### src/rtl/cpu_step_ctrl.sv
// Debug step controller: gates the CPU clock enable for single/count/run-to-break
// runs and keeps a circular trace of {PC, instruction} for every executed step.
module cpu_step_ctrl #(
    parameter int unsigned DATA_W = 32,
    parameter int unsigned CNT_W  = 16,
    parameter int unsigned DEPTH  = 8,
    localparam int unsigned AW    = $clog2(DEPTH)
) (
    input  logic              CLK,
    input  logic              RST,
    input  logic [1:0]        MODE,
    input  logic              START,
    input  logic              STOP,
    input  logic [CNT_W-1:0]  STEP_N,
    input  logic              BRK_EN,
    input  logic [DATA_W-1:0] BRK_ADDR,
    input  logic [DATA_W-1:0] DBG_PC,
    input  logic [DATA_W-1:0] DBG_INST,
    input  logic [AW-1:0]     RD_IDX,
    output logic              CPU_EN,
    output logic              BUSY,
    output logic              DONE,
    output logic              HIT,
    output logic [CNT_W-1:0]  STEPS,
    output logic [DATA_W-1:0] TR_PC,
    output logic [DATA_W-1:0] TR_INST,
    output logic [AW:0]       TR_CNT,
    output logic              OVF
);

    localparam int unsigned EW   = 2 * DATA_W;
    localparam logic [AW:0] FULL = (AW + 1)'(DEPTH);

    localparam logic [1:0] M_NONE   = 2'b00;
    localparam logic [1:0] M_SINGLE = 2'b01;
    localparam logic [1:0] M_COUNT  = 2'b10;
    localparam logic [1:0] M_BRK    = 2'b11;

    typedef enum logic [1:0] {
        S_IDLE = 2'b00,
        S_RUN  = 2'b01,
        S_HALT = 2'b10
    } state_t;

    state_t            state_q;
    state_t            state_d;
    logic [1:0]        mode_q;
    logic [CNT_W-1:0]  remaining_q;
    logic [CNT_W-1:0]  steps_q;
    logic              hit_q;
    logic              ovf_q;
    logic [AW-1:0]     wr_ptr_q;
    logic [AW:0]       tr_cnt_q;
    logic [DATA_W-1:0] tr_pc_q;
    logic [DATA_W-1:0] tr_inst_q;
    logic [EW-1:0]     trace_mem [DEPTH];

    logic              accept;
    logic              brk;
    logic              cpu_en_c;
    logic              set_hit;
    logic              counted;
    logic [AW-1:0]     rd_addr;
    logic              rd_valid;
    logic [EW-1:0]     rd_word;

    assign counted = (mode_q == M_SINGLE) || (mode_q == M_COUNT);

    // State register
    always_ff @(posedge CLK or posedge RST) begin
        if (RST) begin
            state_q <= S_IDLE;
        end else begin
            state_q <= state_d;
        end
    end

    // Next state and run control strobes
    always_comb begin
        state_d  = state_q;
        accept   = 1'b0;
        brk      = 1'b0;
        cpu_en_c = 1'b0;
        set_hit  = 1'b0;
        case (state_q)
            S_IDLE: begin
                if (START && !STOP && (MODE != M_NONE)) begin
                    accept  = 1'b1;
                    state_d = ((MODE == M_COUNT) && (STEP_N == '0)) ? S_HALT : S_RUN;
                end
            end
            S_RUN: begin
                // steps_q != 0 lets a run that starts on the breakpoint advance
                brk      = (mode_q == M_BRK) && BRK_EN && (DBG_PC == BRK_ADDR)
                           && (steps_q != '0);
                cpu_en_c = !STOP && !brk;
                if (STOP) begin
                    state_d = S_HALT;
                end else if (brk) begin
                    state_d = S_HALT;
                    set_hit = 1'b1;
                end else if (counted && (remaining_q == CNT_W'(1))) begin
                    state_d = S_HALT;
                end
            end
            S_HALT: begin
                state_d = S_IDLE;
            end
            default: begin
                state_d = S_IDLE;
            end
        endcase
    end

    // Run bookkeeping: latched mode, step counters, sticky flags, trace pointers
    always_ff @(posedge CLK or posedge RST) begin
        if (RST) begin
            mode_q      <= M_NONE;
            remaining_q <= '0;
            steps_q     <= '0;
            hit_q       <= 1'b0;
            ovf_q       <= 1'b0;
            wr_ptr_q    <= '0;
            tr_cnt_q    <= '0;
        end else if (accept) begin
            mode_q      <= MODE;
            remaining_q <= (MODE == M_SINGLE) ? CNT_W'(1) : STEP_N;
            steps_q     <= '0;
            hit_q       <= 1'b0;
            ovf_q       <= 1'b0;
            wr_ptr_q    <= '0;
            tr_cnt_q    <= '0;
        end else begin
            if (set_hit) begin
                hit_q <= 1'b1;
            end
            if (cpu_en_c) begin
                if (steps_q != '1) begin
                    steps_q <= steps_q + CNT_W'(1);
                end
                if (counted) begin
                    remaining_q <= remaining_q - CNT_W'(1);
                end
                wr_ptr_q <= wr_ptr_q + AW'(1);
                if (tr_cnt_q == FULL) begin
                    ovf_q <= 1'b1;
                end else begin
                    tr_cnt_q <= tr_cnt_q + (AW + 1)'(1);
                end
            end
        end
    end

    // Trace storage, deliberately unreset
    always_ff @(posedge CLK) begin
        if (cpu_en_c) begin
            trace_mem[wr_ptr_q] <= {DBG_PC, DBG_INST};
        end
    end

    // Once full, the oldest entry sits at the write pointer
    assign rd_addr  = (tr_cnt_q == FULL) ? (wr_ptr_q + RD_IDX) : RD_IDX;
    assign rd_valid = ({1'b0, RD_IDX} < tr_cnt_q);
    assign rd_word  = rd_valid ? trace_mem[rd_addr] : '0;

    // Registered trace read port
    always_ff @(posedge CLK or posedge RST) begin
        if (RST) begin
            tr_pc_q   <= '0;
            tr_inst_q <= '0;
        end else begin
            tr_pc_q   <= rd_word[EW-1:DATA_W];
            tr_inst_q <= rd_word[DATA_W-1:0];
        end
    end

    assign CPU_EN  = cpu_en_c;
    assign BUSY    = (state_q == S_RUN);
    assign DONE    = (state_q == S_HALT);
    assign HIT     = hit_q;
    assign STEPS   = steps_q;
    assign TR_PC   = tr_pc_q;
    assign TR_INST = tr_inst_q;
    assign TR_CNT  = tr_cnt_q;
    assign OVF     = ovf_q;

endmodule

### config.mk
export PLATFORM = sky130hd
export DESIGN_NAME = cpu_step_ctrl
export DESIGN_NICKNAME = d
export VERILOG_FILES = /design/src/rtl/cpu_step_ctrl.sv
export SDC_FILE = /design/constraint.sdc
export NUM_CORES = 1
export LEC_CHECK = 0
export ABC_AREA = 0
export ABC_CLOCK_PERIOD_IN_PS = 9200
export CORE_MARGIN = 2
export CORE_UTILIZATION = 58
export DETAILED_ROUTE_END_ITERATION = 8
export GPL_ROUTABILITY_DRIVEN = 0
export GPL_TIMING_DRIVEN = 1
export HOLD_SLACK_MARGIN = 0.02
export PLACE_DENSITY = 0.78
export SLEW_MARGIN = 5
export SYNTH_ARGS = -nofsm -noshare
export SYNTH_HDL_FRONTEND = slang
export SYNTH_SLANG_ARGS = --single-unit
export TNS_END_PERCENT = 5
### constraint.sdc
create_clock -name CLK -period 9.2 [get_ports CLK]
set_input_delay 1.84 -clock CLK [delete_from_list [all_inputs] [get_ports CLK]]
set_output_delay 1.84 -clock CLK [all_outputs]
set_load 0.02 [all_outputs]
## Yosys cells after proc, flatten, opt, wreduce, memory -nomap -nowiden

Memory sizes are Yosys's and may differ from the RTL's.
Index checks and enable logic that the tools add are counted.

- Memory bits (writable): 512
- Flip-flop bits (word level): 109
- Bits in read-only memories: 0
- Latch bits: 0
- Memories kept: 1
- Word-level logic and storage cells: 89

- Bitwise operators: 0
- $add $sub $neg: 5
- Div/mod/pow operators: 0
- Muxes and demuxes: 33
- Eq/ne operators: 14
- Multipliers: 0
- Shifts and indexed selects: 0
- Reduce and logical (&&, ||, !) cells: 25
- $lt $le $gt $ge: 1

Memories:

| name | words | bits a word | read ports | clocked after memory_dff | wr ports | line | RTL |
|---|---|---|---|---|---|---|---|
| trace_mem | 8 | 64 | 1 | 0 | 1 | 56 | `logic [EW-1:0] trace_mem [DEPTH];` |

Operators by type and width:

| kind | number |
|---|---|
| two-way mux 16 bit | 7 |
| two-way mux 64 bit | 1 |
| == test 32 bit | 1 |
| adder 16 x 1 -> 16 bit (second input constant) | 1 |
| == test 16 x 1 -> 1 bit (second input constant) | 1 |
| zero test 16 bit | 1 |
| != test 16 bit (second input constant) | 1 |
| nonzero test 16 bit | 1 |
| subtractor 16 x 1 -> 16 bit (second input constant) | 1 |
| two-way mux 1 bit | 13 |
| two-way mux 4 bit | 3 |
| nonzero test 2 bit | 6 |
| two-way mux 2 bit | 5 |
| AND reduction 2 bit | 5 |
| two-way mux 3 bit | 3 |
| == test 2 bit (second input constant) | 4 |
| logical AND 1 bit | 8 |
| == test 2 x 1 -> 1 bit (second input constant) | 3 |
| adder 4 x 1 -> 4 bit (second input constant) | 1 |
| == test 4 bit (second input constant) | 1 |
| < comparator 3 x 4 -> 1 bit | 1 |
| != test 2 bit (second input constant) | 2 |
| != test 4 x 2 -> 1 bit (second input constant) | 1 |
| case mux 2 bit (2 select lines) | 1 |
| 5 further kinds | 6 |

## Longest topological paths before layout

Gate-level depths: netlist (run 1).

- Depth in word-level cells: 9
- Depth in mapped cells: 10

## Worst setup path before layout (run 1)

OpenSTA, ideal clock, no wires.

- Kind: input port to flip-flop
- From: input port DBG_PC[2]
- To: memory trace_mem[3][0] in the netlist's numbering (enable)
- Path buffers: 0
- Slack: -0.524 ns
- Required time: 8.533 ns
- Stages on the path: 6
- Arrival time: 9.057 ns
- Path through: nand2b_1 -> o2111ai_1 -> nor4_1 -> nand4_1 -> nand2_1 -> nor4b_1

- Longest elaborated chain between the ends: 8

Ends and longest elaborated chain:

| what | line | RTL |
|---|---|---|
| start, declared | 17 | `input logic [DATA_W-1:0] DBG_PC,` |
| == test 32 bit | 94 | `brk = (mode_q == M_BRK) && BRK_EN && (DBG_PC == BRK_ADDR)` |
| logical AND 1 bit | 94 |  |
| logical AND 1 bit | 95 | `&& (steps_q != '0);` |
| zero test 1 bit | 96 | `cpu_en_c = !STOP && !brk;` |
| logical AND 1 bit | 96 |  |
| two-way mux 1 bit | 85 | `case (state_q)` |
| two-way mux 1 bit | 156 | `if (cpu_en_c) begin` |
| two-way mux 1 bit (implied by the code) | 157 | `trace_mem[wr_ptr_q] <= {DBG_PC, DBG_INST};` |
| end, declared | 56 |  |

No other way between the ends.

## Final worst setup path (run 1)

- From: input port DBG_PC[1]
- To: output port CPU_EN

- Longest elaborated chain between the ends: 6

Ends and longest elaborated chain:

| what | line | RTL |
|---|---|---|
| == test 32 bit | 94 |  |
| logical AND 1 bit | 94 |  |
| logical AND 1 bit | 95 |  |
| zero test 1 bit | 96 |  |
| logical AND 1 bit | 96 |  |
| two-way mux 1 bit | 85 |  |
| end, declared | 20 | `output logic CPU_EN,` |

No other way between the ends.

==> results of run 1 <==
## cell type report
type	instances	share of cell area
sequential	621	0.614
timing repair buffer	238	0.0789
inverter	20	0.00263
tap	539	0.0229
clock inverter	32	0.00998
antenna	8	0.000680
multi-input combinational	1252	0.214
clock buffer	82	0.0565
## power by group through the flow
stage / logic [uW] / registers [uW] / clock network (uW)
4_1_cts: 715 / 3260 / 2450
6_report: 716 / 3260 / 2420
3_5_place_dp: 710 / 3320 / 0
3_3_place_gp: 692 / 3310 / 0
2_1_floorplan: 318 / 3360 / 0
5_1_grt: 775 / 3270 / 2550
## cells by family after synthesis
logic type / count (synthesis) / synth area share
adder cells (fa/ha/maj): 12 / 0.00635
XOR/XNOR: 31 / 0.0109
AO/OA/AOI/OAI: 155 / 0.0366
flip-flops: 621 / 0.729
buffers and inverters: 146 / 0.0221
AND/OR/NAND/NOR: 1045 / 0.191
multiplexers: 9 / 0.00373
## path summary, 6_finish.rpt
| path | to | slack [ns] | cells after the start | from |
|---|---|---|---|---|
| setup / recovery | CPU_EN | 1.79 | 9 | DBG_PC[1] |
| max in group asynchronous | remaining_q[12] | 6.02 | 3 | RST |
| setup reg to reg | TR_PC[27] | 5.22 | 9 | TR_CNT[0] |
| hold reg to reg | mode_q[0] | 0.49 | 2 | mode_q[0] |
| min in group asynchronous | TR_PC[18] | 1.75 | 2 | RST |
| hold / removal | mode_q[0] | 0.49 | 2 | mode_q[0] |
## metrics by stage
step                hold WS, ns   util  instance area [um2]  instances  TNS (ns)
global placement          0.466  0.652                27500       2670         0
floorplan                 0.452      -                24800       2019    -66.35
finish                    0.491  0.699                29500       2792         0
global route              0.533  0.699                29500       2790         0
CTS                       0.493  0.699                29400       2784         0
detailed placement        0.478  0.652                27500       2670         0
## cell usage in the layout, fill, tap and decap left out, drive strengths merged, types with 14 or more instances in the layout
cell type,count
a21oi,91
inv,23
edfxtp,512
clkbuf,82
nand2,532
clkinv,20
nand4,19
buf,28
nand3,395
o21ai,14
or4,20
o31ai,18
xnor2,27
clkdlybuf4s50,210
nor4,15
dfrtp,109
or3,16
## tightest hold or removal path, stage by stage (launching register included)
cell and delay (ns):
dfrtp_1 0.35, nand2_1 0.05, nand2_1 0.06
## routing by layer
metal	track usage	routed length, um	up-vias
met5	0	68	-
met4	0.134	2290	10
met3	0.0538	5640	154
met2	0.443	29600	845
met1	0.362	23900	8284
li1	-	-	7660
## state kept, by name (all words and copies together), names as in the netlist, 3 cells and up
register and flops:
trace_mem 512, TR_INST 32, TR_PC 32, STEPS 16
remaining_q 16, TR_CNT 4, wr_ptr_q 3
==> impl_metrics.tcl, run 1 <==
set metrics [dict create \
    dpl.hpwl_mm 32.4 \
    start_util 0.589 \
    drv_cap 0 \
    rows 75 \
    multiInputGateArea_mm2 0.00630 \
    ant_nets 0 \
    p_leak_uw 0.0106 \
    critPathLaunchType "input pin" \
    pwr-share-comb 0.112 \
    status "finished clean" \
    pin_count 211 \
    setup_viol 0 \
    synthTopCellsByArea "edfxtp_1 (62%), dfrtp_1 (11%), nand2_1 (8.0%)" \
    p_total_uw 6400 \
    vias 17000 \
    seqCellArea_mm2 0.0181 \
    drc_errors 0 \
    criticalPathCategory "input pin to primary output" \
    cp-end-kind "primary output" \
    coreArea_mm2 0.0421 \
    grt-ovfl-total 0 \
    yosysSeqAreaShare 0.729 \
    synth_edf_count 512 \
    hold_class "flop to flop" \
    cts_resized 0 \
    grt_pass1_wl_mm 92.3 \
    worst_pin_slew_ns 1.22 \
    worst-path-buf-inv 4 \
    nets 2327 \
    htreeDepth 2 \
    synth.avg_cell_area_um2 12.3 \
    vdd_ir_drop_max_mv 0.166 \
    finClkSkew_ns 0.0145 \
    rsz0062_at_grt "no" \
    switchingPower_uw 1550 \
    syn_inst 2019 \
    synth_top_cell_area_share 0.619 \
    tritoncts "yes" \
    clock.fmax_mhz 135 \
    path_delay_family "buffers and inverters" \
    clk_latency_ns 0.61 \
    ys_ff_latch 621 \
    cts_buffers 60 \
    dieArea_mm2 0.0445 \
    period_share 0.806 \
    cts-hold-fix-buffers 0 \
    grt_pass1_vias 16700 \
    gr-usage-all-layers 0.275 \
    synth_fp_nets 2153 \
    yosysTopAreaCell "edfxtp_1" \
    slowest_stage "nor4_1" \
    cpPeakStageDelay_ns 0.71 \
    routedWlPerCell_um 22.0 \
    netlist_area_mm2 0.0248 \
    clock_sinks 621 \
    final.min_clock_period_ns 7.41 \
    drive_above_1_share 0.0624 \
    areaGrowthSynthToFinish_pct 18.7 \
    postCtsSetupBuffers 0 \
    hold_viol 0 \
    grt_max_degree 178 \
    antenna_found_initial 13 \
    ys_types 50 \
    fillers 2813 \
    netSwitchingFraction 0.242 \
    clockBufferDepth 3 \
    yosys_most_used_dff "edfxtp_1" \
    pre_cts_ws_ns 1.87 \
    internal_power_uw 4850 \
    wl_mm 61.5 \
    io_buffers 210 \
    cp.required_ns 7.36 \
    pwr-share-clk 0.378 \
    drt_iter0_markers 1894 \
    drv_slew 0 \
    power_density_mw_per_mm2 217 \
    crit_chain "clkdlybuf4s50_1 > xnor2_1 > nand4_1 > nor4_1 > nand4_1 > buf_4 > nand2_1 > inv_1 > clkdlybuf4s50_1" \
    cts_root_buf "clkbuf_16" \
    cp_max_fo 12 \
    die_w_um 211 \
    power.share.sequential 0.510 \
    clk_pin_slew_ns 0.06 \
    relSlewSlack 0.188 \
    die_h_um 211 \
    crit_arrival_ns 5.57 \
    synth.most_common_cell "nand2_1" \
    via_per_inst 6.07 \
    yosys-top-cells-count "nand2_1 (531), edfxtp_1 (512), nand3_1 (395)" \
    synth_warnings 0 \
    first_pass_iters 6 \
    setup_ws_ns 1.79 \
    async_flop_share 0.176 \
]
Power figures use the tool's default switching activity.
==> inputs of run 2 (changes only) <==
--- a/config.mk
+++ b/config.mk
@@ -6,7 +6,7 @@
 export NUM_CORES = 1
 export LEC_CHECK = 0
 export ABC_AREA = 0
-export ABC_CLOCK_PERIOD_IN_PS = 9200
+export ABC_CLOCK_PERIOD_IN_PS = 7500
 export CORE_MARGIN = 2
 export CORE_UTILIZATION = 58
 export DETAILED_ROUTE_END_ITERATION = 8
==> constraint.sdc (replaced) <==
create_clock -name CLK -period 7.5 [get_ports CLK]
set_input_delay 1.5 -clock CLK [delete_from_list [all_inputs] [get_ports CLK]]
set_output_delay 1.5 -clock CLK [all_outputs]
set_load 0.02 [all_outputs]
==> run 2 against run 1 <==
Against the previous run: final area rose by 0.57%; wire length about the same; power is 25% higher; non-clock buffer count increased by 6; highest routed layer unchanged.
==> impl_metrics.tcl, run 2 (same netlist as run 1, synthesis figures left out) <==
set metrics [dict create \
    drc_errors 0 \
    io_buffers 210 \
    cp_max_fo 9 \
    rr_worst_depth 11 \
    rows 75 \
    fillers 2798 \
    grt_pass1_wl_mm 92.9 \
    setup_viol 0 \
    cts_resized 0 \
    cts_buffers 60 \
    cts-hold-fix-buffers 0 \
    hold_class "flop to flop" \
    clock.fmax_mhz 147 \
    multiInputGateArea_mm2 0.00630 \
    cp-end-kind "primary output" \
    drv_slew 0 \
    dieArea_mm2 0.0445 \
    pin_count 211 \
    final_util 0.703 \
    start_util 0.589 \
    top_register "trace_mem" \
    via_per_inst 6.01 \
    clock_sinks 621 \
    seqCellArea_mm2 0.0181 \
    whs_path_depth 2 \
    setup_ws_ns 0.714 \
    largest_register_ffs 512 \
    final.min_clock_period_ns 6.79 \
    areaGrowthSynthToFinish_pct 19.4 \
    grt_max_degree 161 \
    vdd_ir_drop_max_mv 0.252 \
    vias 16800 \
    min_to "mode_q[1]" \
    clk_latency_ns 0.63 \
    crit_arrival_ns 5.29 \
    cts_root_buf "clkbuf_16" \
    criticalPathCategory "input pin to primary output" \
    p_leak_uw 0.0107 \
    grt_pass1_vias 16600 \
    relSlewSlack 0.189 \
    finClkSkew_ns 0.0218 \
    cpPeakStageDelay_ns 0.74 \
    drv_cap 0 \
    hold_start "mode_q[1]" \
    rsz0062_at_grt "no" \
    coreArea_mm2 0.0421 \
    postCtsSetupBuffers 0 \
    htreeDepth 2 \
    status "finished clean" \
    clk_pin_slew_ns 0.06 \
    drt_iter0_markers 1678 \
    critPathLaunchType "input pin" \
    period_share 0.905 \
    pre_cts_ws_ns 0.740 \
    crit_chain "clkdlybuf4s50_1 > xnor2_1 > nand4_1 > nor4_1 > nand4_1 > nand2_1 > inv_1 > clkdlybuf4s50_1" \
    ant_nets 0 \
    wl_mm 61.5 \
    hold_viol 0 \
    r2r_start "STEPS[0]" \
    power_density_mw_per_mm2 270 \
    die_w_um 211 \
    gr-usage-all-layers 0.277 \
    reg2reg_setup_slack_ns 3.83 \
    die_h_um 211 \
    tritoncts "yes" \
    drive_above_1_share 0.0662 \
    cp-startpoint "DBG_PC[1]" \
    final_common_cell "nand2_1" \
    antenna_found_initial 12 \
    nets 2333 \
    mostFrequentLayoutCells "nand2_1 (531), edfxtp_1 (512), nand3_1 (395)" \
    clockBufferDepth 3 \
    slowest_stage "nor4_1" \
    grt-ovfl-total 0 \
    path_delay_family "simple AND/OR/NAND/NOR gates" \
    first_pass_iters 8 \
    worst-path-buf-inv 3 \
    r2r-end "trace_mem[4][60]" \
    dpl.hpwl_mm 32.5 \
    cp.required_ns 6.00 \
    worst_pin_slew_ns 1.21 \
    routedWlPerCell_um 22.0 \
]
-- run 2: changes by cell type in the layout (fill, tap and decap cells not counted), moves of 3 or more --
cell | previous run | this run
bufinv_16 | 5 | 9
clkinv_1 | 11 | 4
clkbuf_8 | 3 | 9
clkbuf_1 | 15 | 18
buf_4 | 27 | 32
-- run 2: worst max-delay path by stage --
stage	end	slack (ns)	depth (start not counted)
floorplan	trace_mem[3][0]	-1.88	6
global placement	CPU_EN	0.91	8
detailed placement	CPU_EN	0.74	8
CTS	CPU_EN	0.76	8
global route	CPU_EN	0.49	8
finish	CPU_EN	0.71	8
-- run 2: layer usage --
layer / part of all wire / vias to the layer above / track usage / routed length [um]
li1: - / 7674 / - / -
met1: 0.39 / 8186 / 0.368 / 23700
met2: 0.49 / 814 / 0.452 / 29900
met3: 0.093 / 124 / 0.0544 / 5710
met4: 0.033 / 8 / 0.118 / 2050
met5: 0.00086 / - / 0 / 53
-- run 2: where the power goes --
group / switching [uW] / leakage, uW / internal (uW)
logic: 546 / 0.00363 / 329
registers: 99.9 / 0.00605 / 3900
clock network: 1260 / 0.00100 / 1880
total: 1910 / 0.0107 / 6100
-- run 2: area by class of cell --
cell class / count / area share
inverters: 20 / 0.00262
clock inverters: 26 / 0.0128
repair buffers: 244 / 0.0804
clock buffers: 87 / 0.0571
well taps: 539 / 0.0228
multi-input cells: 1252 / 0.213
flip-flops and latches: 621 / 0.611
diodes: 9 / 0.000760
-- run 2: worst reg2reg max path: cells and delay by family (launching register included) --
kind	cells	cell delay, ns
fa+ha+maj	1	0.13
buf+inv	4	1.39
flops	1	0.44
simple gates	6	1.29
-- run 2: stage by stage --
| stage | instance area [um2] | instances | hold WS [ns] | setup TNS (ns) | total power (uW) |
|---|---|---|---|---|---|
| 6_report | 29600 | 2798 | 0.491 | 0 | 8010 |
| 5_1_grt | 29600 | 2795 | 0.517 | 0 | 8280 |
| 4_1_cts | 29600 | 2789 | 0.495 | 0 | 8050 |
| 3_5_place_dp | 27500 | 2676 | 0.480 | 0 | 4940 |
| 3_3_place_gp | 27500 | 2676 | 0.467 | 0 | 4910 |
| 2_1_floorplan | 24800 | 2019 | 0.452 | -347.61 | 4510 |
==> inputs of run 3 (changes only) <==
--- a/config.mk
+++ b/config.mk
@@ -6,14 +6,15 @@
 export NUM_CORES = 1
 export LEC_CHECK = 0
 export ABC_AREA = 0
-export ABC_CLOCK_PERIOD_IN_PS = 7500
+export ABC_CLOCK_PERIOD_IN_PS = 7200
 export CORE_MARGIN = 2
 export CORE_UTILIZATION = 58
 export DETAILED_ROUTE_END_ITERATION = 8
 export GPL_ROUTABILITY_DRIVEN = 0
 export GPL_TIMING_DRIVEN = 1
-export HOLD_SLACK_MARGIN = 0.02
+export HOLD_SLACK_MARGIN = 0.08
 export PLACE_DENSITY = 0.78
+export SETUP_SLACK_MARGIN = 0.4
 export SLEW_MARGIN = 5
 export SYNTH_ARGS = -nofsm -noshare
 export SYNTH_HDL_FRONTEND = slang
==> constraint.sdc (replaced) <==
create_clock -name CLK -period 7.2 [get_ports CLK]
set_input_delay 1.44 -clock CLK [delete_from_list [all_inputs] [get_ports CLK]]
set_output_delay 1.44 -clock CLK [all_outputs]
set_load 0.02 [all_outputs]
==> run 3 against run 2 <==
Against the previous run: global-route usage fell by 0.053 points; die area unchanged; first-iteration DRC count up 17%; critical path type unchanged; critical endpoint unchanged; highest routed layer unchanged.
==> impl_metrics.tcl, run 3 (same netlist as run 1, synthesis figures left out) <==
set metrics [dict create \
    whs_path_depth 2 \
    final_util 0.697 \
    first_pass_iters 5 \
    clock_sinks 621 \
    final_common_cell "nand2_1" \
    io_buffers 210 \
    cp_max_fo 9 \
    pre_cts_ws_ns 1.02 \
    largest_register_ffs 512 \
    hold_viol 0 \
    rsz0062_at_grt "no" \
    routedWlPerCell_um 22.1 \
    die_h_um 211 \
    critPathLaunchType "input pin" \
    reg2reg_setup_slack_ns 3.27 \
    cp.required_ns 5.76 \
    top_register "trace_mem" \
    status "finished clean" \
    areaGrowthSynthToFinish_pct 18.4 \
    htreeDepth 2 \
    vdd_ir_drop_max_mv 0.192 \
    cp-end-kind "primary output" \
    pin_count 211 \
    vias 17100 \
    wl_mm 61.5 \
    grt_pass1_wl_mm 93.6 \
    cts-hold-fix-buffers 0 \
    dpl.hpwl_mm 32.1 \
    rows 75 \
    cts_resized 0 \
    cts_buffers 58 \
    dpl_cell_area_mm2 0.0275 \
    die_w_um 211 \
    grt_pass1_vias 16800 \
    cp-startpoint "DBG_PC[1]" \
    clk_latency_ns 0.61 \
    ant_nets 0 \
    met1_length_mm 23.7 \
    finClkSkew_ns 0.0172 \
    coreArea_mm2 0.0421 \
    final_cell_area_mm2 0.0294 \
    cts_root_buf "clkbuf_16" \
    r2r_start "STEPS[0]" \
    clockBufferDepth 3 \
    start_util 0.589 \
    nets 2328 \
    criticalPathCategory "input pin to primary output" \
    grt-ovfl-total 0 \
    seqCellArea_mm2 0.0181 \
    period_share 0.871 \
    drive_above_1_share 0.0638 \
    wl_met2_mm 30.4 \
    setup_ws_ns 0.925 \
    power_density_mw_per_mm2 274 \
    tritoncts "yes" \
    fillers 2786 \
    drv_slew 0 \
    dieArea_mm2 0.0445 \
    clk_pin_slew_ns 0.06 \
    drv_cap 0 \
    gr-usage-all-layers 0.277 \
    drc_errors 0 \
    worst_pin_slew_ns 1.50 \
    highest_layer "met5" \
    fin_setup_tns_ns 0 \
    multiInputGateArea_mm2 0.00630 \
    drt_iter0_markers 1966 \
    wl_met3_mm 5.78 \
    grt_max_degree 257 \
    p_total_uw 8050 \
    crit_arrival_ns 4.83 \
    antenna_found_initial 9 \
    final.min_clock_period_ns 6.27 \
    clock.fmax_mhz 159 \
    mostFrequentLayoutCells "nand2_1 (531), edfxtp_1 (512), nand3_1 (395)" \
    p_leak_uw 0.0106 \
    setup_viol 0 \
    relSlewSlack 0.00172 \
    via_per_inst 6.12 \
    rr_worst_depth 10 \
    postCtsSetupBuffers 0 \
    hold_class "flop to flop" \
    hold_start "mode_q[0]" \
]
==> run 3: cell types whose count changed in the layout (fill, tap and decap cells not counted) <==
cell	before	now
clkinv_8	1	0
clkbuf_16	60	59
bufinv_16	9	3
buf_4	32	29
clkbuf_1	18	15
clkinv_4	0	1
clkbuf_8	9	7
inv_6	3	1
clkinvlp_4	3	6
clkinv_2	6	11
diode_2	9	6
clkinv_1	4	6
==> run 3: layer usage <==
layer,global-route usage,vias to the layer above
li1,-,7666
met1,0.361,8419
met2,0.462,854
met3,0.0623,113
met4,0.0969,6
met5,0,-
==> run 3: worst paths after layout <==
path | end
worst min-delay path | mode_q[0]
min in group asynchronous | TR_PC[12]
worst max-delay path | CPU_EN
max in group asynchronous | remaining_q[11]
worst min register to register | mode_q[0]
worst max register to register | trace_mem[6][59]
==> run 3: final cells by class <==
class / instances / area share
Sequential cell: 621 / 0.616
Multi-Input combinational cell: 1252 / 0.214
Timing Repair Buffer: 241 / 0.0803
Clock buffer: 81 / 0.0554
Tap cell: 539 / 0.0229
Clock inverter: 28 / 0.00783
Inverter: 20 / 0.00264
Antenna cell: 6 / 0.000511
==> run 3: power breakdown <==
part	switching, uW	internal (uW)
clock	1280	1690
sequential	105	4060
combinational	573	345
total	1960	6090
==> run 3: worst max-delay path, cell delays in order <==
cell             delay (ns)
clkdlybuf4s50_1        0.56
xnor2_1                0.71
nand4_1                0.22
nor4_1                 0.64
nand4_1                0.38
nand2_1                0.19
inv_1                  0.13
clkdlybuf4s50_1        0.56
==> run 3: per-stage QoR <==
step,instances,hold slack (ns)
final,2788,0.502
after detailed placement,2673,0.488
after CTS,2782,0.502
after global routing,2787,0.529
after global placement,2673,0.468
after floorplan,2019,0.452
==> variant (flow settings as in run 2) <==
Register the outputs `CPU_EN`, `BUSY` and `DONE`, cleared by the reset; this adds one clock of latency there. The other outputs are not delayed to match.
--- a/src/rtl/cpu_step_ctrl.sv
+++ b/src/rtl/cpu_step_ctrl.sv
@@ -174,9 +174,17 @@
         end
     end
 
-    assign CPU_EN  = cpu_en_c;
-    assign BUSY    = (state_q == S_RUN);
-    assign DONE    = (state_q == S_HALT);
+    always_ff @(posedge CLK or posedge RST) begin
+        if (RST) begin
+            CPU_EN <= '0;
+            BUSY   <= '0;
+            DONE   <= '0;
+        end else begin
+            CPU_EN <= cpu_en_c;
+            BUSY   <= (state_q == S_RUN);
+            DONE   <= (state_q == S_HALT);
+        end
+    end
     assign HIT     = hit_q;
     assign STEPS   = steps_q;
     assign TR_PC   = tr_pc_q;
Check against the original RTL: not equivalent (a bounded check fails within 4 cycles, from zero or initial values and one cycle with RST high).
==> variant against run 2 <==
Total power down 0.89%. Synthesized area up 0.30%. Design area down 0.84%. Sequential cell count grew 3. Final cell count fell by 2.9%. First-iteration DRC count up 20%. Wire length shrank 3.7%. Core utilization down 0.59 points. Combinational power increased by 14%. Setup slack improved by 2.0 ns. Critical endpoint is now trace_mem[3][41].
==> variant: results (changes against run 2) <==
post-detail-place hpwl = 32,300 µm (-0.82%)
data arrival time of the critical path = 4.99 ns (-0.30 ns)
Max-slew headroom = 0.139 (-0.0499)
sequential cell area fraction in the yosys report = 0.730 (+0.000816)
mux cell area share after synthesis = 0.00488 (+0.00114)
number of placed cells counting well taps = 2,599 (-2.9%)
fraction of the mapped netlist area in compound gates = 0.0520 (+0.0155)
xor/xnor share of the synthesized area = 0.0165 (+0.00560)
share of cells above drive strength 1 = 0.0584 (-0.00778)
peak supply drop = 0.219 mV (-13%)
number of antenna violations at the first check in global routing = 5 (-7)
Leak Pwr = 10.7 nW (+0.14%)
share of async-settable or async-resettable flops after synthesis = 0.179 (+0.00396)
total nets after synthesis = 2,080 (-3.4%)
final WL = 59,200 µm (-3.7%)
violation count after the first detailed-routing iteration = 2,014 (+20%)
master of the slowest instance on the critical path = sky130_fd_sc_hd__buf_4
top area cells in the synthesized netlist = sky130_fd_sc_hd__edfxtp_1 (62%), sky130_fd_sc_hd__dfrtp_1 (11%), sky130_fd_sc_hd__nand2_1 (8.2%)
total routing resource utilization after global routing = 0.266 (-0.0110)
fraction of the mapped netlist area in adder cells = 0.00633 (-0.0000192)
iteration count of the initial detailed-routing pass = 5 (-3)
vias per cell = 6.04 (+0.55%)
post-synthesis cell type count = 51 (+2.0%)
result of the run = complete, no violations
total number of vias = 16,400 (-2.4%)
-- variant: cell families (layout without fill, tap and decap cells) --
group           Yosys count  after routing
flops                   624            624
compound gates          184            184
fa+ha+maj                12             12
simple gates            937            937
buf+inv                 130            357
other cells               0              4
xor+xnor                 47             47
mux                      12             12
-- variant: area by class of cell --
cell class,instances,area (µm²)
diodes,4,10.0
clock buffers,94,1710
clock inverters,19,165
fillers,2765,12800
inverters,12,50.0
multi-input cells,1192,6260
flip-flops and latches,624,18200
well taps,539,674
repair buffers,232,2330
-- variant: path summary, 6_finish.rpt --
kind / from / to / slack, ns / cells after the start
max: DBG_PC[27] / trace_mem[3][41] / 2.73 / 9
max reg2reg: wr_ptr_q[0] / TR_INST[15] / 3.67 / 9
min in group asynchronous: RST / TR_PC[20] / 1.38 / 2
min: state_q[1] / BUSY / 0.47 / 1
min reg2reg: state_q[1] / BUSY / 0.47 / 1
max in group asynchronous: RST / remaining_q[6] / 4.92 / 3
-- variant: routing by layer --
metal	GRT usage	part of all wire	vias to the layer above
met4	0.101	0.029	4
met5	0	0.00049	-
met2	0.437	0.48	724
met3	0.0422	0.077	101
met1	0.362	0.41	8145
li1	-	-	7429
-- variant: power by group --
part,internal (mW),switching (mW),total [mW]
registers,3.94,0.115,4.05
logic,0.387,0.618,1.00
clock network,1.63,1.25,2.88
-- variant: metrics by stage --
| step | TNS [ns] | setup slack, ns | instance area [µm²] |
|---|---|---|---|
| floorplan | -154.59 | -1.65 | 24900 |
| global placement | 0 | 2.27 | 27500 |
| detailed placement | 0 | 2.20 | 27500 |
| CTS | 0 | 2.83 | 29400 |
| global route | 0 | 2.59 | 29400 |
| finish | 0 | 2.73 | 29400 |
